`config.mk`:
```
export PLATFORM = sky130hd
export DESIGN_NAME = outmux_rx
export DESIGN_NICKNAME = d
export VERILOG_FILES = /design/src/rtl/outmux_rx.sv
export SDC_FILE = /design/constraint.sdc
export NUM_CORES = 1
export LEC_CHECK = 0
export CAP_MARGIN = 15
export CELL_PAD_IN_SITES_DETAIL_PLACEMENT = 1
export CELL_PAD_IN_SITES_GLOBAL_PLACEMENT = 2
export CORE_UTILIZATION = 35
export DETAILED_ROUTE_END_ITERATION = 6
export PLACE_DENSITY = 0.88
export REMOVE_ABC_BUFFERS = 1
export SLEW_MARGIN = 15
export SYNTH_ARGS = -nofsm -noshare
export SYNTH_HDL_FRONTEND = slang
export SYNTH_SLANG_ARGS = --single-unit
export TNS_END_PERCENT = 1
```
`constraint.sdc`:
```
create_clock -name clk -period 5.7 [get_ports clk]
set_input_delay 0.855 -clock clk [delete_from_list [all_inputs] [get_ports clk]]
set_output_delay 0.855 -clock clk [all_outputs]
set_load 0.05 [all_outputs]
```
`src/rtl/outmux_rx.sv`:
```
// Receiver for the 8-slot time-multiplexed byte stream of a 4-byte output mux.
// Optional idle-slot checking is enabled by defining OUTMUX_RX_IDLE_CHECK_EN.
module outmux_rx #(
    parameter int LINK_DLY = 0
) (
    input  logic       clk,
    input  logic       rst,
    input  logic [7:0] y_in,
    input  logic       align,
    output logic [7:0] d0,
    output logic [7:0] d1,
    output logic [7:0] d2,
    output logic [7:0] d3,
    output logic       frame_valid,
    output logic [7:0] frame_cnt,
    output logic       idle_err
);

    localparam logic [2:0] SLOT0 = 3'((2 + LINK_DLY) % 8);
    localparam logic [2:0] SLOT1 = 3'((3 + LINK_DLY) % 8);
    localparam logic [2:0] SLOT2 = 3'((4 + LINK_DLY) % 8);
    localparam logic [2:0] SLOT3 = 3'((5 + LINK_DLY) % 8);

    logic [2:0] slot_cnt;
    logic [7:0] shadow0;
    logic [7:0] shadow1;
    logic [7:0] shadow2;
    logic       cap0;
    logic       cap1;
    logic       cap2;
    logic       commit;

    // An align request suppresses every capture and commit on its edge.
    always_comb begin
        cap0   = 1'b0;
        cap1   = 1'b0;
        cap2   = 1'b0;
        commit = 1'b0;
        if (!align) begin
            cap0   = (slot_cnt == SLOT0);
            cap1   = (slot_cnt == SLOT1);
            cap2   = (slot_cnt == SLOT2);
            commit = (slot_cnt == SLOT3);
        end
    end

    always_ff @(posedge clk or posedge rst) begin
        if (rst) begin
            slot_cnt <= 3'd0;
            shadow0  <= 8'h00;
            shadow1  <= 8'h00;
            shadow2  <= 8'h00;
        end else begin
            slot_cnt <= align ? 3'd0 : slot_cnt + 3'd1;
            if (cap0) shadow0 <= y_in;
            if (cap1) shadow1 <= y_in;
            if (cap2) shadow2 <= y_in;
        end
    end

    // All four output bytes load together so a frame is never shown half-updated.
    always_ff @(posedge clk or posedge rst) begin
        if (rst) begin
            d0          <= 8'h00;
            d1          <= 8'h00;
            d2          <= 8'h00;
            d3          <= 8'h00;
            frame_valid <= 1'b0;
            frame_cnt   <= 8'h00;
        end else begin
            frame_valid <= commit;
            if (commit) begin
                d0        <= shadow0;
                d1        <= shadow1;
                d2        <= shadow2;
                d3        <= y_in;
                frame_cnt <= frame_cnt + 8'd1;
            end
        end
    end

`ifdef OUTMUX_RX_IDLE_CHECK_EN
    logic idle_slot;

    always_comb begin
        idle_slot = (slot_cnt != SLOT0) && (slot_cnt != SLOT1) &&
                    (slot_cnt != SLOT2) && (slot_cnt != SLOT3);
    end

    // Sticky until reset or a resync request.
    always_ff @(posedge clk or posedge rst) begin
        if (rst) begin
            idle_err <= 1'b0;
        end else if (align) begin
            idle_err <= 1'b0;
        end else if (idle_slot && (y_in != 8'h00)) begin
            idle_err <= 1'b1;
        end
    end
`else
    assign idle_err = 1'b0;
`endif

endmodule
```
==> flow_summary.yaml, run 1 <==
hold_path:
  min_from: "shadow1[3]$_DFFE_PP0P_"
  hold_depth: 2
  hp-class: "reg2reg"
  whs_endpoint: "d1[3]$_DFFE_PP0P_"
pwr:
  p_leak_uw: 0.00172
  irDropWorstVdd_uv: 119
  powerDensity_nw_per_um2: 443
place:
  dp.cells: 379
  placed_cell_area_um2: 3270
  dp_slack_ns: 2.68
  place_congestion: 0.704
  dp_hpwl_mm: 3.59
  numPortBuffers: 51
clocking:
  cts.reportedPaths.clkPinSlew_ns: 0.07
  cts_root_buf: "clkbuf_8"
  clkLatencyLatePin_ns: 0.34
  cts_made_buffers: 9
  ctsHoldBuffers: 0
  post_cts_buffers: 0
  cts.path.max_buffers: 2
  htree_levels: 3
  cts_resized: 0
  cts.sink_count: 68
  cts_tree: "yes"
final_layout:
  register_area_um2: 1700
  final_net_count: 308
  n_antenna_cell: 0
  final_area_um2: 3460
  drive_above_1_share_pct: 15.3
  fillers: 802
  layoutNonFillerInstCount: 393
  area_delta_synth_final_pct: 28.6
  multi_input_area_um2: 912
synthesis:
  syn_avg_cell_area_um2: 11.4
  syn_inst: 237
  ys_seq_elements: 68
  synth_top_area_cell: "dfrtp_1"
  synthTopCellsByArea: "dfrtp_1 63%, nand2_1 14%, mux2_2 10%"
  ys_warn_count: 0
  syn_area_um2: 2690
  yosysUniqueCellTypes: 22
  synth-seq-area-share_pct: 63.2
  synth_top_cell_area_share_pct: 63.2
timing:
  finalHoldViolCount: 0
  setup_ws_ns: 3.10
  rsz0062_at_grt: "false"
  fin_crit_ns: 2.60
  setup_viol: 0
  fin_crit_sh_pct: 45.6
  setup-tns-final_ns: 0
  max_freq_ghz: 0.385
  worst_pin_slew_ns: 0.870
  finalMaxSlewViolations: 0
  max_slew_margin_pct: 42.0
  fin_worst_skew_ns: 0.0105
critical_path:
  crit_type: "in2reg"
  cp_max_fo: 40
  cp-end-kind: "register"
  regToRegSetupSlack_ns: 3.63
  reg2reg_to: "frame_cnt[2]$_DFFE_PP0P_"
  cp-start-kind: "input pin"
  worstPathArrival_ns: 2.83
  reg2reg_depth: 6
  cp.required_ns: 5.93
  r2r-start: "slot_cnt[1]$_DFF_PP0_"
route:
  via_per_inst: 4.55
  final_antenna_net_count: 0
  drt_iter0_markers: 40
  drc: 0
  firstDrtPassIters: 3
  routed_wl_mm: 5.37
  dr_total_vias: 1790
  wl_per_cell_um: 13.7
die:
  rows: 31
  ioPinCount: 53
  core_um2: 7330
  die_area_um2: 8050
  start_util_pct: 36.7
  die_w_um: 89.7
  dieHeight_um: 89.7
global_route:
  grt_max_degree: 69
  grt_use_total_pct: 14.7
  grt_first_pass_wirelength_mm: 9.40
  grt_pass1_vias: 1910
  antenna_found_initial: 0
  grt_overflow_total: 0
flow_run:
  cap_violations: 0
status:
  status: "finished clean"
## cells in the mapped netlist, drive strengths merged
cell type,n
mux2,24
nor2,4
nor3,2
nand2,103
nor3b,1
nand3,2
dfrtp,68
ha,6
nand3b,2
buf,9
conb,1
inv,5
nand2b,1
xor2,5
nor4,1
xnor2,2
nor2b,1
## worst max-delay path, cell delays in order
cell and delay (ns):
clkdlybuf4s50_1 0.54, nand3b_4 0.53, inv_2 0.61, nand2_1 0.14
xnor2_1 0.14
## how the worst max path moves through the flow
stage	start	end	slack, ns	cells past startpoint
floorplan	rst	d0[0]$_DFFE_PP0P_	3.13	1
global placement	align	frame_cnt[2]$_DFFE_PP0P_	2.73	5
detailed placement	align	frame_cnt[2]$_DFFE_PP0P_	2.68	5
CTS	align	frame_cnt[2]$_DFFE_PP0P_	3.04	5
global route	align	frame_cnt[2]$_DFFE_PP0P_	2.90	5
finish	align	frame_cnt[2]$_DFFE_PP0P_	3.10	5
## metrics by stage
stage / hold slack (ns) / utilization (%) / total power, µW
4_1_cts: 0.478 / 47.3 / 1550
6_report: 0.470 / 47.3 / 1530
5_1_grt: 0.502 / 47.3 / 1610
2_1_floorplan: 0.433 / - / 993
3_5_place_dp: 0.462 / 44.7 / 1160
3_3_place_gp: 0.445 / 44.7 / 1150
## sequential cells by signal, indices dropped and copies added, names as in the netlist, 3 cells and up
signal	flops
d2	8
slot_cnt	3
shadow2	8
d0	8
frame_cnt	8
d1	8
shadow1	8
d3	8
shadow0	8
## cell type report
type,instances,share of cell area [%]
multi-input combinational,155,26.3
clock buffer,12,4.48
inverter,5,0.542
tap,99,3.58
clock inverter,2,1.01
timing repair buffer,52,15.0
sequential,68,49.1
## cell usage in the layout, fill, tap and decap left out, types with 2 or more instances in the layout
master	synthesis	layout
nand3_1	2	2
nor2_1	4	4
nand2_1	103	103
ha_1	6	6
xor2_1	5	5
inv_1	4	3
dfrtp_1	68	68
clkbuf_8	0	11
inv_2	1	2
clkdlybuf4s50_1	0	51
mux2_2	24	24
xnor2_1	2	2
## cells by family (layout without fill, tap and decap cells)
| logic type | after synthesis | after routing | synth area share [%] |
|---|---|---|---|
| xor gates and xnor gates | 7 | 7 | 2.28 |
| muxes | 24 | 24 | 10.0 |
| adders and majority gates | 6 | 6 | 2.79 |
| buffers and inverters | 14 | 71 | 2.97 |
| other | 1 | 1 | 0.139 |
| and+or+nand+nor | 117 | 117 | 18.6 |
| DFF | 68 | 68 | 63.2 |
## routing by layer
metal	global-route usage, %	vias to the layer above	wire (µm)
li1	-	850	-
met1	19.0	894	2470
met2	23.6	38	2590
met3	3.55	8	217
met4	6.15	0	87
met5	0	-	0
## report_power, final
group | total [µW] | switching [µW] | internal [µW]
clock | 387 | 167 | 221
sequential | 677 | 71.0 | 606
combinational | 469 | 293 | 176
Power figures use the tool's default switching activity.
==> inputs of run 2 (changes only) <==
- CORE_UTILIZATION: 35 -> 30
- PLACE_DENSITY: 0.88 -> 0.8
- clock period: 5.7 -> 2.3 ns (I/O delays scaled with it)
==> run 2 against run 1 <==
  * Hold slack worse by 0.16 ns
  * Largest power group unchanged
  * Cell count is 3.8% higher
  * Sequential power grew 150%
  * Critical path depth decreased by 4
  * Clock power increased by 140%
  * Core utilization down 6.9 points
==> flow_summary.yaml, run 2 (synthesized netlist as in run 1, its figures left out) <==
status:
  status: "finished clean"
clocking:
  cts.path.max_buffers: 2
  post_cts_buffers: 0
  cts_made_buffers: 9
  htree_levels: 3
  ctsHoldBuffers: 0
  clkLatencyLatePin_ns: 0.33
  cts.sink_count: 68
  cts_tree: "yes"
  cts_resized: 0
  cts_root_buf: "clkbuf_8"
  cts.reportedPaths.clkPinSlew_ns: 0.07
timing:
  max_freq_ghz: 0.521
  finalMaxSlewViolations: 0
  fin_crit_sh_pct: 83.5
  rsz0062_at_grt: "false"
  max_slew_margin_pct: 66.2
  worst_pin_slew_ns: 0.506
  finalHoldViolCount: 0
  fin_worst_skew_ns: 0.00469
  fin_crit_ns: 1.92
  whs_ns: 0.307
  setup_viol: 0
  setup-tns-final_ns: 0
die:
  ioPinCount: 53
  core_um2: 8720
  rows: 34
  die_area_um2: 9360
  start_util_pct: 30.9
  die_w_um: 96.8
  dieHeight_um: 96.8
route:
  routed_wl_mm: 5.57
  drc: 0
  firstDrtPassIters: 4
  via_per_inst: 4.44
  drt_iter0_markers: 32
  dr_total_vias: 1810
  final_antenna_net_count: 0
  wl_per_cell_um: 13.7
final_layout:
  final_core_util_pct: 40.4
  drive_above_1_share_pct: 17.0
  final_common_cell: "nand2_1"
  n_antenna_cell: 0
  most-common-layout-cells: "103 x nand2_1, 68 x dfrtp_1, 51 x clkdlybuf4s50_1, 24 x mux2_2, 13 x clkbuf_8"
  multi_input_area_um2: 912
  area_delta_synth_final_pct: 30.8
  fillers: 965
  register_area_um2: 1700
  final_net_count: 313
pwr:
  p_sw_uw: 1320
  irDropWorstVdd_uv: 329
  sequentialPowerShare_pct: 44.5
  p_comb_share_pct: 31.0
  p_leak_uw: 0.00175
  p_int_uw: 2450
  power.share.switching_pct: 35.0
  powerDensity_nw_per_um2: 1070
  clkPwrFrac_pct: 24.6
global_route:
  grt_pass1_vias: 1885
  grt_use_total_pct: 13.2
  antenna_found_initial: 0
  grt_max_degree: 35
  grt_first_pass_wirelength_mm: 9.64
  grt_overflow_total: 0
critical_path:
  cp-start-kind: "register"
  setup.worst_path.start: "frame_cnt[3]$_DFFE_PP0P_"
  regToRegSetupSlack_ns: 0.67
  reg2reg_depth: 4
  cp-end-kind: "output pin"
  path_buf_inv: 1
  cp.required_ns: 1.96
  critical_path.top_delay_family: "buffers and inverters"
  crit_type: "reg2out"
  reg2reg_to: "shadow0[1]$_DFFE_PP0P_"
  slowest_delay_ns: 0.82
  cp_max_fo: 4
  crit_chain: "clkdlybuf4s50_1"
  cp_num_cells: 1
  worstPathArrival_ns: 1.57
  r2r-start: "slot_cnt[0]$_DFF_PP0_"
  critPathCapture: "frame_cnt[3]"
  critPathSlowestCell: "clkdlybuf4s50_1"
place:
  place_congestion: 0.681
  dp_hpwl_mm: 3.83
  numPortBuffers: 51
hold_path:
  hp-class: "in2async"
flow_run:
  cap_violations: 0
run 2: per-layer routing:
layer | track usage, % | wire length, µm
met1 | 17.8 | 2690
met2 | 19.4 | 2580
met3 | 3.32 | 187
met4 | 7.23 | 110
met5 | 0 | 0
run 2: worst min-delay path by stage:
stage / startpoint / end / slack (ns) / cells past startpoint
2_1_floorplan: align / slot_cnt[1]$_DFF_PP0_ / 0.41 / 1
5_1_grt: rst / d3[1]$_DFFE_PP0P_ / 0.32 / 2
3_5_place_dp: shadow2[1]$_DFFE_PP0P_ / d2[1]$_DFFE_PP0P_ / 0.45 / 2
4_1_cts: rst / d3[1]$_DFFE_PP0P_ / 0.31 / 2
3_3_place_gp: shadow2[2]$_DFFE_PP0P_ / d2[2]$_DFFE_PP0P_ / 0.45 / 2
6_report: rst / d3[1]$_DFFE_PP0P_ / 0.31 / 2
run 2: layout make-up:
type	instances	area share (%)
Clock inverter	1	0.142
Tap cell	108	3.84
Sequential cell	68	48.3
Inverter	5	0.533
Multi-Input combinational cell	155	25.9
Timing Repair Buffer	57	16.1
Clock buffer	14	5.18
run 2: power groups by stage:
stage	Clock (µW)	Sequential, µW	Combinational (µW)
4_1_cts	960	1680	1180
5_1_grt	1010	1720	1240
3_5_place_dp	0	1700	1180
3_3_place_gp	0	1690	1160
6_report	925	1680	1170
2_1_floorplan	0	2160	299
run 2: through the flow:
| step | total power (µW) | cell area (µm²) | std cells | worst slack, ns |
|---|---|---|---|---|
| after floorplan | 2460 | 2630 | 228 | 0.243 |
| after global placement | 2850 | 3340 | 393 | 0.356 |
| after detailed placement | 2880 | 3340 | 393 | 0.354 |
| after CTS | 3820 | 3520 | 408 | 0.348 |
| after global routing | 3970 | 3520 | 408 | 0.317 |
| final | 3770 | 3520 | 408 | 0.380 |
==> inputs of run 3 (changes only) <==
- clock period: 2.3 -> 1.5 ns (I/O delays scaled with it)
==> run 3 against run 2 <==
  * Power is 59% higher
  * Critical path depth is 4 higher
  * Non-clock buffer count is 10 higher
  * Cell count is 2.7% higher
  * Worst setup slack worse by 0.34 ns
  * Core utilization is 2.1 points higher
  * Wire length is 2.5% higher
  * Via count is 1.7% higher
  * Combinational power is 59% higher
==> flow_summary.yaml, run 3 (synthesized netlist as in run 1, its figures left out) <==
status:
  status: "finished clean"
global_route:
  grt_max_degree: 69
  antenna_found_initial: 0
  grt_use_total_pct: 13.5
  grt_overflow_total: 0
  grt_pass1_vias: 1975
  grt_first_pass_wirelength_mm: 10.0
die:
  die_area_um2: 9360
  core_um2: 8720
  die_w_um: 96.8
  rows: 34
  dieHeight_um: 96.8
  ioPinCount: 53
  start_util_pct: 30.9
pwr:
  irDropWorstVdd_uv: 563
  p_leak_uw: 0.00193
  powerDensity_nw_per_um2: 1620
route:
  dr_total_vias: 1840
  drt_iter0_markers: 90
  via_per_inst: 4.39
  routed_wl_mm: 5.71
  firstDrtPassIters: 4
  drc: 0
  wl_per_cell_um: 13.6
  final_antenna_net_count: 0
clocking:
  cts_root_buf: "clkbuf_8"
  cts.path.max_buffers: 2
  clkLatencyLatePin_ns: 0.34
  cts_tree: "yes"
  cts.reportedPaths.clkPinSlew_ns: 0.07
  ctsHoldBuffers: 0
  htree_levels: 3
  cts_made_buffers: 9
  cts.sink_count: 68
timing:
  rsz0062_at_grt: "true"
  setup_viol: 0
  fin_crit_sh_pct: 97.0
  max_freq_ghz: 0.687
  fin_crit_ns: 1.45
  setup-tns-final_ns: 0
  finalHoldViolCount: 0
  finalMaxSlewViolations: 0
  fin_worst_skew_ns: 0.00912
critical_path:
  cp.required_ns: 1.73
  cp-end-kind: "register"
  cp_max_fo: 3
  reg2reg_depth: 5
  worstPathArrival_ns: 1.68
  cp-start-kind: "register"
  crit_type: "reg2reg"
place:
  dp.cells: 403
  place_congestion: 0.731
  numPortBuffers: 51
  dp_hpwl_mm: 3.97
flow_run:
  cap_violations: 0
final_layout:
  n_antenna_cell: 0
  area_delta_synth_final_pct: 37.6
  fillers: 933
  layoutNonFillerInstCount: 419
  final_net_count: 323
  final_common_cell: "nand2_1"
  most-common-layout-cells: "103 x nand2_1, 68 x dfrtp_1, 41 x buf_4, 23 x mux2_2, 14 x buf_12"
  drive_above_1_share_pct: 35.4
hold_path:
  hp-class: "in2async"
-- run 3: layout make-up --
type / instances / area (µm²) / area share [%]
well taps: 108 / 135 / 3.65
repair buffers: 67 / 711 / 19.2
clock inverters: 5 / 50.0 / 1.35
inverters: 5 / 21.3 / 0.574
multi-input cells: 155 / 936 / 25.3
clock buffers: 11 / 151 / 4.09
flip-flops and latches: 68 / 1700 / 45.9
-- run 3: final timing paths --
kind                                   startpoint                endpoint  slack [ns]
setup / recovery            slot_cnt[0]$_DFF_PP0_  shadow0[4]$_DFFE_PP0P_        0.05
hold / removal                                rst       d3[2]$_DFFE_PP0P_        0.28
setup reg to reg            slot_cnt[0]$_DFF_PP0_  shadow0[4]$_DFFE_PP0P_        0.05
hold reg to reg            shadow0[6]$_DFFE_PP0P_       d0[6]$_DFFE_PP0P_        0.47
max in group asynchronous                     rst       d0[1]$_DFFE_PP0P_        0.93
min in group clk           shadow0[6]$_DFFE_PP0P_       d0[6]$_DFFE_PP0P_        0.47
-- run 3: report_power, final --
group | total (µW) | switching (µW) | leakage (µW) | internal, µW
Combinational | 1860 | 1120 | 0.000930 | 737
Clock | 1530 | 684 | 0.000109 | 847
Sequential | 2600 | 301 | 0.000888 | 2300
-- run 3: per-stage QoR --
| stage | cell area (µm²) | setup slack (ns) | hold WS, ns | util [%] | power (µW) |
|---|---|---|---|---|---|
| after floorplan | 2630 | -0.437 | 0.291 | - | 3770 |
| after global placement | 3470 | -0.108 | 0.450 | 39.8 | 4460 |
| after detailed placement | 3470 | -0.154 | 0.456 | 39.8 | 4520 |
| after CTS | 3680 | 0.00932 | 0.297 | 42.3 | 6070 |
| after global routing | 3710 | -0.0319 | 0.307 | 42.5 | 6310 |
| final | 3710 | 0.0454 | 0.282 | 42.5 | 6000 |
-- run 3: per-layer routing --
| metal | wire length [µm] | up-vias | global-route usage [%] |
|---|---|---|---|
| li1 | - | 882 | - |
| met1 | 2670 | 914 | 17.9 |
| met5 | 0 | - | 0 |
| met4 | 86 | 0 | 5.51 |
| met2 | 2730 | 37 | 20.9 |
| met3 | 223 | 7 | 3.83 |
-- run 3: repair_timing --
action,4_1_cts,5_1_grt
resized for setup,4,6
pin swaps,1,0
setup buffers,0,0
endpoints found under the setup margin,6,44
-- run 3: worst max-delay path: stages (launching register included) --
cell and delay (ns):
dfrtp_1 0.42, inv_2 0.07, ha_1 0.14, nor3b_4 0.21, buf_4 0.18, mux2_2 0.33
